$ cat config.mk
export PLATFORM = sky130hd
export DESIGN_NAME = serial_rx
export DESIGN_NICKNAME = d
export VERILOG_FILES = /design/src/rtl/serial_pkg.sv /design/src/rtl/serial_rx_vote.sv /design/src/rtl/serial_rx.sv
export SDC_FILE = /design/constraint.sdc
export NUM_CORES = 2
export LEC_CHECK = 0
export BUFFER_PORTS_ARGS = -buffer_cell sky130_fd_sc_hd__buf_2
export CAP_MARGIN = 5
export CORE_MARGIN = 2
export CORE_UTILIZATION = 53
export DETAILED_ROUTE_END_ITERATION = 10
export HOLD_SLACK_MARGIN = 0.15
export PLACE_DENSITY_LB_ADDON = 0.25
export SLEW_MARGIN = 20
export SYNTH_ARGS = -nofsm -noshare
export SYNTH_HDL_FRONTEND = slang
export SYNTH_HIERARCHICAL = 1
export SYNTH_SLANG_ARGS = --single-unit
export TNS_END_PERCENT = 1
$ cat constraint.sdc
create_clock -name clk -period 20.7 [get_ports clk]
set_input_delay 4.14 -clock clk [delete_from_list [all_inputs] [get_ports clk]]
set_output_delay 4.14 -clock clk [all_outputs]
set_load 0.01 [all_outputs]
$ cat src/rtl/serial_pkg.sv
// rtl/serial_pkg.sv - shared state encodings, widths and zero-to-one mapping for the serial link
//
// No ports. Provides:
//   ser_state_t          S0 (idle / waiting for first sample), S1 (capturing)
//   SER_DW/SER_NBW/SER_CW data, bit-count and counter widths
//   ser_nz / ser_nz_nb   treat a zero setting as one
package serial_pkg;

    typedef enum logic {
        S0 = 1'b0,
        S1 = 1'b1
    } ser_state_t;

    localparam int SER_DW  = 256;
    localparam int SER_NBW = 8;
    localparam int SER_CW  = 32;

    function automatic logic [SER_CW-1:0] ser_nz(input logic [SER_CW-1:0] v);
        return (v == '0) ? {{(SER_CW-1){1'b0}}, 1'b1} : v;
    endfunction

    function automatic logic [SER_NBW-1:0] ser_nz_nb(input logic [SER_NBW-1:0] v);
        return (v == '0) ? {{(SER_NBW-1){1'b0}}, 1'b1} : v;
    endfunction

endpackage

$ cat src/rtl/serial_rx_vote.sv
// rtl/serial_rx_vote.sv - 2-of-3 majority over the current and two previous line samples
//
// Ports:
//   clk, rst  clock, asynchronous active-high reset
//   x         serial line
//   maj       majority of x now, one clock ago and two clocks ago
module serial_rx_vote (
    input  logic clk,
    input  logic rst,
    input  logic x,
    output logic maj
);

    logic [1:0] hist_q;
    logic [1:0] hist_d;

    always_comb begin
        hist_d = {hist_q[0], x};
    end

    always_ff @(posedge clk or posedge rst) begin
        if (rst) begin
            hist_q <= 2'b00;
        end else begin
            hist_q <= hist_d;
        end
    end

    assign maj = (x & hist_q[0]) | (x & hist_q[1]) | (hist_q[0] & hist_q[1]);

endmodule

$ cat src/rtl/serial_rx.sv
// rtl/serial_rx.sv - framed MSB-first serial receiver driven by a shared cnt timebase
//
// Build option: SERIAL_RX_MAJORITY_EN (2-of-3 vote around each sample point).
// Ports:
//   clk, rst      clock, asynchronous active-high reset
//   x             serial line, MSB first
//   nbits, n0, n1 data bits, idle counts, counts per bit (0 behaves as 1)
//   cnt           shared timebase, steps by at most 1 per clk
//   data          received word, right-aligned, held until the next frame
//   valid         one-cycle strobe marking new data
//   busy          high while a frame is being captured
module serial_rx
    import serial_pkg::*;
#(
    parameter logic [SER_DW-1:0] P_DATA_INIT = '0
) (
    input  logic               clk,
    input  logic               rst,
    input  logic               x,
    input  logic [SER_NBW-1:0] nbits,
    input  logic [SER_CW-1:0]  n0,
    input  logic [SER_CW-1:0]  n1,
    input  logic [SER_CW-1:0]  cnt,
    output logic [SER_DW-1:0]  data,
    output logic               valid,
    output logic               busy
);

    ser_state_t         state_q, state_d;
    logic [SER_DW-1:0]  sr_q, sr_d;
    logic [SER_NBW-1:0] k_q, k_d;
    logic [SER_CW-1:0]  tgt_q, tgt_d;
    logic [SER_CW-1:0]  n1_q, n1_d;
    logic [SER_NBW-1:0] nb_q, nb_d;
    logic [SER_DW-1:0]  data_q, data_d;
    logic               valid_q, valid_d;
    logic               busy_q, busy_d;

    logic [SER_CW-1:0]  i_n0;
    logic [SER_CW-1:0]  i_n1;
    logic [SER_NBW-1:0] i_nb;
    logic [SER_CW-1:0]  off;
    logic               hit;
    logic               sample;
    logic [SER_DW-1:0]  shifted;

    assign i_n0 = ser_nz(n0);
    assign i_n1 = ser_nz(n1);
    assign i_nb = ser_nz_nb(nbits);
    // Mid-bit sample point relative to the start of each bit window.
    assign off  = 32'd1 + (i_n1 >> 1);

`ifdef SERIAL_RX_MAJORITY_EN
    logic              maj;
    logic [SER_CW-1:0] n1_act;
    logic              use_vote;

    serial_rx_vote u_vote (
        .clk (clk),
        .rst (rst),
        .x   (x),
        .maj (maj)
    );

    // Frozen n1 governs a frame in progress; the live one governs the first bit.
    assign n1_act   = (state_q == S0) ? i_n1 : n1_q;
    assign use_vote = (n1_act >= 32'd3);
    // The vote needs x one count past the target, so the decision lands there.
    assign hit      = use_vote ? (cnt == tgt_q + 32'd1) : (cnt == tgt_q);
    assign sample   = use_vote ? maj : x;
`else
    assign hit    = (cnt == tgt_q);
    assign sample = x;
`endif

    assign shifted = {sr_q[SER_DW-2:0], sample};

    always_comb begin
        state_d = state_q;
        sr_d    = sr_q;
        k_d     = k_q;
        tgt_d   = tgt_q;
        n1_d    = n1_q;
        nb_d    = nb_q;
        data_d  = data_q;
        valid_d = 1'b0;

        case (state_q)
            S0: begin
                n1_d  = i_n1;
                nb_d  = i_nb;
                tgt_d = i_n0 + off;
                sr_d  = '0;
                k_d   = '0;
                if (hit) begin
                    if (i_nb == 8'd1) begin
                        data_d  = {{(SER_DW-1){1'b0}}, sample};
                        valid_d = 1'b1;
                    end else begin
                        sr_d    = {{(SER_DW-1){1'b0}}, sample};
                        tgt_d   = tgt_q + i_n1;
                        k_d     = 8'd1;
                        state_d = S1;
                    end
                end
            end
            S1: begin
                if (hit) begin
                    sr_d  = shifted;
                    tgt_d = tgt_q + n1_q;
                    k_d   = k_q + 8'd1;
                    if (k_q == nb_q - 8'd1) begin
                        data_d  = shifted;
                        valid_d = 1'b1;
                        state_d = S0;
                    end
                end
            end
            default: begin
                state_d = S0;
            end
        endcase

        busy_d = (state_d == S1);
    end

    always_ff @(posedge clk or posedge rst) begin
        if (rst) begin
            state_q <= S0;
            sr_q    <= '0;
            k_q     <= '0;
            // 1 + off with n0 and n1 taken as 1; the first S0 cycle reloads it.
            tgt_q   <= 32'd2;
            n1_q    <= 32'd1;
            nb_q    <= 8'd1;
            data_q  <= P_DATA_INIT;
            valid_q <= 1'b0;
            busy_q  <= 1'b0;
        end else begin
            state_q <= state_d;
            sr_q    <= sr_d;
            k_q     <= k_d;
            tgt_q   <= tgt_d;
            n1_q    <= n1_d;
            nb_q    <= nb_d;
            data_q  <= data_d;
            valid_q <= valid_d;
            busy_q  <= busy_d;
        end
    end

    assign data  = data_q;
    assign valid = valid_q;
    assign busy  = busy_q;

endmodule

; After elaboration in Yosys (flattened, before gate mapping)
; Cells that the tools add are included.
[classes]
addsub = 6
eq_ne = 7
n_mux = 30
bitwise = 1
reduce_logical = 4
[op_table]
columns = cell, n
row1 = $mux 256, 4
row2 = $pmux 256 s2, 1
row3 = $pmux 255 s2, 1
row4 = $mux 255, 1
row5 = $mux 32, 5
row6 = $add 32x32->32, 3
row7 = $logic_not 32->1, 2
row8 = $pmux 32 s2, 1
row9 = $add 1x31->32 const A, 1
row10 = $eq 32x32->1, 1
row11 = $mux 8, 2
row12 = $pmux 8 s2, 1
row13 = $mux 1, 12
row14 = $add 8x1->8 const B, 1
row15 = $eq 8x1->1 const B, 1
row16 = $eq 8x8->1, 1
row17 = $logic_not 8->1, 1
row18 = $sub 8x1->8 const B, 1
row19 = $ne 2x1->1 const B, 2
row20 = $ne 2x2->1 const B, 2
row21 = $pmux 1 s2, 2
row22 = $reduce_and 4->1, 1
row23 = $not 1->1, 1
[totals]
reg_bits = 593
inputBits = 107
out_inout_bits = 258

; Depth between registers and ports, before layout
[logic_depth]
word_depth = 7
mapped_depth = 17
mapped_depth_nobuf = 16

; Worst setup path after synthesis
; OpenSTA, ideal clock, no wires.
[synth_timing]
path_type = input-to-reg
from = input n1[14]
to = register tgt_q[31]
setup_time_ns = 0.122
t_arrival_ns = 6.969
slack_ns = 13.610
cell_stages = 14
path_buffers = 1
cell_sequence = buf_2 > nor4_1 > nand4_1 > o21bai_1 > ha_1 > a211oi_1 > o211ai_1 > and4_4 > o2111ai_4 > a2111oi_4 > mux2i_1 > a21oi_2 > a32o_1 > a32o_1
[synth_via]
word_cells_on_any_way = 8
[synth_lines]
columns = item, line_no
row1 = "start, declared", serial_rx.sv:22  ; input logic [SER_CW-1:0] n1,
row2 = $logic_not 32->1, serial_pkg.sv:19  ; return (v == '0) ? {{(SER_CW-1){1'b0}}, 1'b1} : v;
row3 = $mux 32, serial_pkg.sv:19
row4 = net i_n1[0], serial_rx.sv:40  ; logic [SER_CW-1:0] i_n1;
row5 = $add 32x32->32, serial_rx.sv:101  ; tgt_d = tgt_q + i_n1;
row6 = $mux 32, serial_rx.sv:96  ; if (i_nb == 8'd1) begin
row7 = $mux 32, serial_rx.sv:95  ; if (hit) begin
row8 = $pmux 32 s2, serial_rx.sv:88  ; case (state_q)
row9 = "end signal, assigned", serial_rx.sv:143  ; tgt_q <= tgt_d;
row10 = "end, declared", serial_rx.sv:32  ; logic [SER_CW-1:0] tgt_q, tgt_d;
; The timed path passes the listed nets, and every way through them passes these cells.
; A chain may end at the register's enable or synchronous reset.

; Worst setup path after layout
[layout_timing]
from = input cnt[11]
to = register data_q[133] (netlist: data[133])
[layout_via]
elab_chain_len = 3
word_cells_on_any_way = 4
[layout_rtl]
columns = item, line_no
row1 = "start, declared", serial_rx.sv:23  ; input logic [SER_CW-1:0] cnt,
row2 = $eq 32x32->1 *, serial_rx.sv:72  ; assign hit = (cnt == tgt_q);
row3 = $ne 2x2->1 (no source line) / $ne 2x1->1 (equally long branches), n/a
row4 = $reduce_and 4->1 (no source line) *, n/a
row5 = "end signal, assigned", serial_rx.sv:146  ; data_q <= data_d;
row6 = "end, declared", serial_rx.sv:35  ; logic [SER_DW-1:0] data_q, data_d;
; Every way passes the cells marked *; elsewhere a longest branch is shown, timed or not.

==> results.json <==
{
  "syn-mean-instance-area_sq_um": 10.2,
  "cts-root-buf": "clkbuf_16",
  "tightest_slew_ns": 1.25,
  "p_total_mw": 2.68,
  "first_pass_iters": 6,
  "min_from": "data[172]$_DFFE_PP0P_",
  "fin_crit_ns": 8.03,
  "cp_data_arrival_time_ns": 8.56,
  "ir_worst_vdd_v": 0.0000572,
  "r2r-start": "tgt_q[9]$_DFFE_PP0N_",
  "hold_path.class": "reg2reg",
  "row_count": 85,
  "final_cell_mix": "nand2_1, dfrtp_1, buf_2, a21boi_0, a22o_1",
  "maxSlewViolCount": 0,
  "hold_end": "data[172]$_DFFE_PP0P_",
  "synth_area_sq_mm": 0.0288,
  "r2r_slack_ns": 15.79,
  "final.setup.tns_ns": 0,
  "min_period_over_period_pct": 38.8,
  "finalClockSkew_ns": 0.0282,
  "cts.path.max_buffers": 3,
  "path_clk_slew_ns": 0.06,
  "drc": 0,
  "cp-end-kind": "register",
  "totalWireLength_microns": 75900,
  "clkSinkCount": 593,
  "seq_area_frac_synth_pct": 51.5,
  "cts-htree-levels": 2,
  "antenna_found_initial": 1,
  "cp_data_required_time_ns": 21.24,
  "ys_types": 73,
  "setup_viol": 0,
  "place_congestion": 1.01,
  "overflow": 0,
  "clk_latency_ns": 0.63,
  "worstSetupPathType": "in2reg",
  "port_buffers": 364,
  "fill_cells": 4387,
  "drive_gt1_share_pct": 17.8,
  "via_per_inst": 5.96,
  "ys.warnings.count": 6,
  "hold_path_depth": 1,
  "wl_per_cell_microns": 20.1,
  "drv_cap": 0,
  "leakage_nw": 15.9,
  "start_util_pct": 53.6,
  "placed_area_sq_mm": 0.0308,
  "grt_pass1_wl_microns": 121000,
  "cts_hold_buf": 0,
  "die-area_sq_mm": 0.0563,
  "syn_nets": 3033,
  "async_reset_ff_share_pct": 100,
  "whs_ns": 0.497,
  "post_cts_resized": 0,
  "cts_buffers": 60,
  "grt_max_degree": 223,
  "area_growth_pct": 13.8,
  "rsz0062_at_grt": "no",
  "slew-limit-headroom_pct": 16.7,
  "synthFlopType": "dfrtp_1",
  "status": "complete, no violations",
  "core-area_sq_mm": 0.0538,
  "cts_tree": "yes",
  "pre_cts_slack_ns": 12.11,
  "place_hpwl_microns": 50300,
  "grt_pass1_vias": 21500,
  "powerDensity_mw_per_mm2": 81.8,
  "setup_slack_ns": 12.67,
  "synth_edf_count": 0,
  "path_max_fanout": 94,
  "vias": 22500,
  "rr_worst_depth": 8,
  "fin_area_sq_mm": 0.0328,
  "timing.rr.end": "data[133]$_DFFE_PP0P_",
  "nNetsFinal": 3241,
  "ant_nets": 0,
  "synth_seq_cells": 593,
  "fmax_ghz": 0.125,
  "die_w_microns": 237,
  "final_common_cell": "nand2_1",
  "finalHoldViolCount": 0,
  "drtIter0Drc": 1980,
  "synthCells": 2830,
  "io_pins": 365,
  "grt_usage_pct": 26.5,
  "fp.dieH_microns": 237,
  "cts_setup_buffers": 0,
  "crit_path_start_kind": "primary input"
}
## registers in the layout (all words and copies together) (netlist names)
signal  flops
k_q         8
sr_q      255
busy        1
n1_q       32
valid       1
data      256
tgt_q      32
nb_q        8
## how the worst max path moves through the flow
stage | end | startpoint | depth (start not counted) | slack (ns)
floorplan | busy$_DFF_PP0_ | rst | 1 | 8.48
global placement | data[149]$_DFFE_PP0P_ | cnt[11] | 9 | 12.24
detailed placement | data[182]$_DFFE_PP0P_ | cnt[11] | 9 | 12.11
CTS | data[182]$_DFFE_PP0P_ | cnt[11] | 9 | 12.75
global route | data[182]$_DFFE_PP0P_ | cnt[11] | 9 | 12.44
finish | data[133]$_DFFE_PP0P_ | cnt[11] | 9 | 12.67
## layer usage
layer | track usage [%] | wire [microns] | up-vias | share of wire (%)
met5 | 0 | 0 | - | 0
met1 | 39.3 | 34700 | 11300 | 46
met3 | 3.24 | 4210 | 110 | 5.5
met2 | 41.5 | 35200 | 719 | 46
li1 | - | - | 10400 | -
met4 | 7.17 | 1840 | 0 | 2.4
## cells in the mapped netlist, drive strengths merged (4+ instances only)
library cell	n	area share (%)
clkbuf	164	2.1
mux2i	14	0.49
inv	31	0.40
and2	15	0.33
a2111oi	4	0.19
a21boi	259	6.7
nor2b	5	0.11
a211o	7	0.21
and3	17	0.37
a221oi	6	0.20
buf	77	1.3
o21bai	9	0.23
mux2	39	1.5
ha	93	4.0
nor2	73	0.96
o21ai	78	1.4
o22ai	4	0.087
or2	5	0.11
nand3	24	0.42
nor4	20	0.46
a41oi	5	0.15
dfrtp	590	51
a21oi	105	1.8
and4	6	0.19
xor2	38	1.2
nand4	24	0.52
nand2b	11	0.24
or3	5	0.11
nand2	593	7.7
a221o	6	0.21
a21o	36	0.94
a31oi	16	0.35
o21a	11	0.29
xnor2	80	2.4
a211oi	31	0.84
nor3	14	0.24
a22o	256	7.8
a22oi	5	0.13
o211ai	15	0.39
## power by group
group / internal (mW) / leakage, nW / switching, mW
Clock: 0.612 / 0.956 / 0.461
Sequential: 1.18 / 8.11 / 0.0295
Combinational: 0.162 / 6.82 / 0.244
Total: 1.95 / 15.9 / 0.734
## logic make-up (layout without fill, tap and decap cells)
family	after synthesis	in the layout	share of synthesized area (%)
mux	53	53	2.01
xor+xnor	118	118	3.61
fa+ha+maj	97	97	4.28
compound gates	878	878	22.8
simple gates	819	819	12.0
other cells	0	1	0
buf+inv	272	527	3.87
flops	593	593	51.5
## area by class of cell
class	count	area, sq um	share of cell area [%]
Tap cell	696	871	2.65
Timing Repair Buffer	387	2100	6.39
Clock buffer	87	1710	5.22
Inverter	31	120	0.366
Clock inverter	22	230	0.702
Sequential cell	593	14800	45.3
Antenna cell	1	2.50	0.00763
Multi-Input combinational cell	1965	12900	39.4
## per-stage QoR
step	instances	utilization [%]
floorplan	2830	-
global placement	3669	57.2
detailed placement	3669	57.2
CTS	3778	60.8
global route	3782	61.0
finish	3782	61.0
## worst max-delay path, cell delays in order
cell	delay [ns]
buf_2	0.13
xnor2_1	0.29
nand4_1	0.16
nor4_2	0.57
and3_4	0.80
nand2_1	0.34
nor2_4	0.85
buf_4	0.96
a22o_1	0.26
(Power assumes the default switching activity.)
